<file path="src/rtl/ss_accum_mc.sv">
// Multi-channel moving-average accumulator for stochastic bitstreams, with a periodic snapshot bank.
// Optional sticky saturation flags are enabled by defining SS_ACCUM_MC_SATFLAG_EN.
module ss_accum_mc #(
  parameter int C      = 4,
  parameter int N      = 16,
  parameter int DW     = 8,
  parameter int WINDOW = 256
) (
  input  logic           clk_i,
  input  logic           init_n_i,
  input  logic           en_i,
  input  logic           load_i,
  input  logic [N-1:0]   initial_avg_i,
  input  logic [DW-1:0]  decay_time_i,
  input  logic [C-1:0]   in_i,
  output logic [C*N-1:0] avg_o,
  output logic [C*N-1:0] snap_o,
`ifdef SS_ACCUM_MC_SATFLAG_EN
  output logic [C-1:0]   sat_hi_o,
  output logic [C-1:0]   sat_lo_o,
`endif
  output logic           snap_valid_o
);

  localparam int WW = (WINDOW > 1) ? $clog2(WINDOW) : 1;

  logic [N-1:0]   avg_q [C];
  logic [N-1:0]   avg_d [C];
  logic [DW-1:0]  cnt_q [C];
  logic [DW-1:0]  cnt_d [C];
  logic [C-1:0]   inc_sat;
  logic [C-1:0]   dec_sat;
  logic [C*N-1:0] snap_q;
  logic [C*N-1:0] snap_d;
  logic [WW-1:0]  wcnt_q;
  logic           snap_valid_q;
  logic           wrap;

  // Per-channel next state; a saturated step still clears the decay counter.
  always_comb begin
    for (int i = 0; i < C; i++) begin
      avg_d[i]   = avg_q[i];
      cnt_d[i]   = cnt_q[i];
      inc_sat[i] = 1'b0;
      dec_sat[i] = 1'b0;
      if (in_i[i]) begin
        cnt_d[i] = '0;
        if (avg_q[i] == {N{1'b1}}) inc_sat[i] = 1'b1;
        else                       avg_d[i]   = avg_q[i] + N'(1);
      end else if (cnt_q[i] == decay_time_i) begin
        cnt_d[i] = '0;
        if (avg_q[i] == '0) dec_sat[i] = 1'b1;
        else                avg_d[i]   = avg_q[i] - N'(1);
      end else begin
        cnt_d[i] = cnt_q[i] + DW'(1);
      end
    end
  end

  always_comb begin
    avg_o  = '0;
    snap_d = '0;
    for (int i = 0; i < C; i++) begin
      avg_o[i*N +: N]  = avg_q[i];
      snap_d[i*N +: N] = avg_d[i];
    end
  end

  assign wrap = (wcnt_q == WW'(WINDOW - 1));

  always_ff @(posedge clk_i) begin
    if (!init_n_i) begin
      for (int i = 0; i < C; i++) begin
        avg_q[i] <= initial_avg_i;
        cnt_q[i] <= '0;
      end
      wcnt_q       <= '0;
      snap_q       <= '0;
      snap_valid_q <= 1'b0;
    end else if (load_i) begin
      for (int i = 0; i < C; i++) begin
        avg_q[i] <= initial_avg_i;
        cnt_q[i] <= '0;
      end
      wcnt_q       <= '0;
      snap_valid_q <= 1'b0;
    end else if (!en_i) begin
      snap_valid_q <= 1'b0;
    end else begin
      for (int i = 0; i < C; i++) begin
        avg_q[i] <= avg_d[i];
        cnt_q[i] <= cnt_d[i];
      end
      wcnt_q       <= wrap ? '0 : wcnt_q + WW'(1);
      snap_valid_q <= wrap;
      if (wrap) snap_q <= snap_d;
    end
  end

`ifdef SS_ACCUM_MC_SATFLAG_EN
  logic [C-1:0] sat_hi_q;
  logic [C-1:0] sat_lo_q;

  // Flags restart each window: cleared on the cycle following the snapshot pulse.
  always_ff @(posedge clk_i) begin
    if (!init_n_i || load_i) begin
      sat_hi_q <= '0;
      sat_lo_q <= '0;
    end else if (en_i) begin
      sat_hi_q <= (snap_valid_q ? '0 : sat_hi_q) | inc_sat;
      sat_lo_q <= (snap_valid_q ? '0 : sat_lo_q) | dec_sat;
    end
  end

  assign sat_hi_o = sat_hi_q;
  assign sat_lo_o = sat_lo_q;
`else
  logic unused_sat;
  assign unused_sat = ^{inc_sat, dec_sat};
`endif

  assign snap_o       = snap_q;
  assign snap_valid_o = snap_valid_q;

endmodule

</file>
<file path="config.mk">
export PLATFORM = sky130hd
export DESIGN_NAME = ss_accum_mc
export DESIGN_NICKNAME = d
export VERILOG_FILES = /design/src/rtl/ss_accum_mc.sv
export SDC_FILE = /design/constraint.sdc
export NUM_CORES = 1
export LEC_CHECK = 0
export CORE_ASPECT_RATIO = 1.1
export CORE_UTILIZATION = 33
export DETAILED_ROUTE_END_ITERATION = 10
export PLACE_DENSITY = 0.51
export SLEW_MARGIN = 20
export SYNTH_ARGS = -nofsm -noshare
export SYNTH_HDL_FRONTEND = slang
export SYNTH_SLANG_ARGS = --single-unit
</file>
<file path="constraint.sdc">
create_clock -name clk_i -period 3.3 [get_ports clk_i]
set_clock_uncertainty 0.05 [all_clocks]
set_input_delay 0.66 -clock clk_i [delete_from_list [all_inputs] [get_ports clk_i]]
set_output_delay 0.66 -clock clk_i [all_outputs]
set_load 0.03 [all_outputs]
</file>
==> flow_metrics.env <==
export IMPL_die_w_um=169
export IMPL_grtUsageMet2_pct=39.7
export IMPL_critPathArrivalTime_ns=3.05
export IMPL_hold_path_end="snap_o[48]"
export IMPL_slew_headroom_pct=49.2
export IMPL_gr_usage_met3_pct=3.00
export IMPL_holdCritStartpoint="snap_o[48]"
export IMPL_synth_warnings=0
export IMPL_critPathMaxFanout=10
export IMPL_grt_max_degree=60
export IMPL_async_flop_share_pct=0
export IMPL_crit_path_start_kind="flop"
export IMPL_end_kind="flop"
export IMPL_ir_worst_vdd_mv=0.326
export IMPL_powerDensity_nw_per_um2=418
export IMPL_drc_errors=0
export IMPL_routedWlPerCell_um=20.7
export IMPL_r2r_start="avg_q[1][8]"
export IMPL_status="finished clean"
export IMPL_dpl_cell_area_um2=12600
export IMPL_switchingPower_mw=1.64
export IMPL_drv_slew=0
export IMPL_fin_nets=1397
export IMPL_reg2regPathDepth=8
export IMPL_worstHoldPathCells=2
export IMPL_area_delta_synth_final_pct=30.3
export IMPL_syn_nets=1206
export IMPL_crit_type="flop to flop"
export IMPL_cts_root_buf="clkbuf_16"
export IMPL_min_period_over_period_pct=89.2
export IMPL_rsz0062_at_grt="no"
export IMPL_internal_power_mw=3.87
export IMPL_rr_endpoint="avg_q[1][5]"
export IMPL_synth_edf_count=88
export IMPL_core_area_um2=29900
export IMPL_hold_path_class="flop to flop"
export IMPL_cts_path_max_buffers=2
export IMPL_routed_wl_um=36700
export IMPL_gp_congestion=0.901
export IMPL_cts_resized=0
export IMPL_start_util_pct=33.9
export IMPL_r2r_setup_slack_ns=0.36
export IMPL_grt_pass1_vias=9208
export IMPL_drive_gt1_share_pct=10.7
export IMPL_synthCells=1157
export IMPL_syn_cell_area_um2=10100
export IMPL_cts_buffers=17
export IMPL_clk_pin_slew_worst_paths_ns=0.07
export IMPL_cap_violations=0
export IMPL_via_per_inst=5.44
export IMPL_ys_types=82
export IMPL_grt_overflow=0
export IMPL_fin_area_um2=13200
export IMPL_cts_tree="yes"
export IMPL_syn_avg_cell_area_um2=8.75
export IMPL_cts_sinks=169
export IMPL_clk_latency_ns=0.44
export IMPL_p_clk_share_pct=38.3
export IMPL_gr_usage_all_layers_pct=23.6
export IMPL_antenna_found_initial=1
export IMPL_ys_flop_type="edfxtp_1"
export IMPL_rows=66
export IMPL_grt_met1_usage_pct=31.1
export IMPL_setup_violations=0
export IMPL_num_antenna_cells=0
export IMPL_antenna_left=0
export IMPL_grt_busiest_layer="met2"
export IMPL_grt_pass1_wl_um=55500
export IMPL_io_pins=161
export IMPL_max_freq_mhz=340
export IMPL_first_pass_iters=5
export IMPL_cts_max_level=4
export IMPL_cts_hold_buffers=0
export IMPL_die_h_um=186
export IMPL_die_area_um2=31400
export IMPL_worstMarginPinSlew_ns=0.759
export IMPL_place_hpwl_um=26500
export IMPL_dr_total_vias=9621
export IMPL_seq_area_frac_synth_pct=42.1
export IMPL_fin_cells=1769
export IMPL_hold_violations=0
export IMPL_p_comb_share_pct=17.0
export IMPL_post_cts_setup_buffers=0
export IMPL_layout_min_cycle_time_ns=2.94
export IMPL_drt_iter0_drc=744
export IMPL_synth_seq_cells=169
export IMPL_p_sw_share_pct=29.7
export IMPL_dpl_cell_count=1737
export IMPL_fillCellCount=3030
export IMPL_io_buffer_count=160
export IMPL_leakagePower_nw=4.67
export IMPL_required_ns=3.41
export IMPL_seq_power_share_pct=44.7
-- kinds of logic (layout without fill, tap and decap cells) --
family / Yosys count / in the layout / share of synthesized area (%)
simple gates: 516 / 516 / 26.6
flops: 169 / 169 / 42.1
buf+inv: 95 / 299 / 3.96
compound gates: 234 / 234 / 14.2
xor+xnor: 117 / 117 / 10.1
fa+ha+maj: 17 / 17 / 2.10
mux: 9 / 9 / 0.915
-- cell usage after synthesis (4+ instances only) --
cell,count,area [um2]
nand2_1,124,465
o21ai_0,108,541
nand3_1,91,455
edfxtp_1,88,2640
nor2_1,84,315
dfxtp_1,81,1620
xor2_1,76,666
clkbuf_1,57,214
nand4_1,42,263
xnor2_1,41,359
a21oi_1,36,180
nor3_1,30,150
or3_1,28,175
inv_1,26,97.6
and3_1,24,150
nor4_1,21,131
ha_1,17,213
a31oi_1,11,68.8
o211ai_1,9,67.6
o221ai_1,9,78.8
and2_1,8,50.1
nand4b_1,8,70.1
o21ai_1,8,40.0
mux2i_1,7,70.1
o31ai_1,7,52.6
or4_1,7,52.6
nand2b_1,6,37.5
or2_2,5,31.3
a211o_1,4,35.0
a31o_2,4,35.0
a32oi_1,4,35.0
and4_1,4,35.0
buf_2,4,20.0
nand3b_1,4,30.0
nor2b_1,4,25.0
-- placed cells by master (no fill, tap or decap), types with 21 or more instances in the layout --
cell type          n
clkdlybuf4s50_1  159
or3_1             27
nand4_1           42
dfxtp_1           81
a21oi_1           36
inv_1             26
nor4_1            21
o21ai_0          108
nor3_1            29
and3_1            24
edfxtp_1          88
buf_4             76
nand3_1           91
nand2_1          123
nor2_1            84
xnor2_1           41
xor2_1            76
-- final cells by class --
cell class	count	area, um2	area share (%)
tap	408	510	3.87
timing repair buffer	240	2250	17.0
clock buffer	18	429	3.25
inverter	27	101	0.768
sequential	169	4260	32.3
multi-input combinational	893	5470	41.4
clock inverter	14	174	1.32
-- flip-flops by register name (all words and copies together), names as in the netlist --
register and cells:
snap_valid_o 1, cnt_q 32, snap_o 64, wcnt_q 8, avg_q 64
-- power groups by stage --
| stage | Combinational (mW) | Clock [mW] | Sequential (mW) |
|---|---|---|---|
| 2_1_floorplan | 0.394 | 0 | 2.60 |
| 3_3_place_gp | 0.930 | 0 | 2.51 |
| 3_5_place_dp | 0.930 | 0 | 2.51 |
| 4_1_cts | 0.935 | 2.14 | 2.46 |
| 5_1_grt | 1.00 | 2.23 | 2.48 |
| 6_report | 0.934 | 2.11 | 2.47 |
-- through the flow --
stage          hold WS [ns]  total power [mW]  utilization [%]  TNS (ns)  setup slack, ns
4_1_cts               0.403              5.54             44.1         0            0.369
3_5_place_dp          0.394              3.44             42.1         0         0.000685
5_1_grt               0.434              5.71             44.1         0           0.0856
6_report              0.401              5.51             44.1         0            0.358
3_3_place_gp          0.391              3.44             42.1   -0.0268          -0.0268
2_1_floorplan         0.422              2.99                -         0            0.291
-- worst max-delay path, stage by stage, from the launching register on --
cell and delay (ns):
edfxtp_1 0.55, or4_4 0.50, or2_4 0.28, nor4_4 0.50
nor3_2 0.07, buf_4 0.19, a22oi_1 0.20, xor2_1 0.22
o21ai_0 0.11
-- worst max path at each step --
stage / startpoint / cells after the start / endpoint
CTS: avg_q[0][6] / 6 / avg_q[0][14]
detailed placement: decay_time_i[2] / 8 / avg_q[0][14]
global placement: decay_time_i[7] / 10 / avg_q[0][13]
global route: avg_q[1][1] / 10 / avg_q[1][12]
floorplan: avg_q[1][1] / 9 / avg_q[1][12]
finish: avg_q[1][8] / 8 / avg_q[1][5]
-- routing by layer --
| metal | up-vias | share of wire, % |
|---|---|---|
| met4 | 0 | 2.4 |
| met5 | - | 0 |
| li1 | 4622 | - |
| met2 | 288 | 48 |
| met3 | 45 | 4.3 |
| met1 | 4666 | 45 |
(Power assumes the default switching activity.)
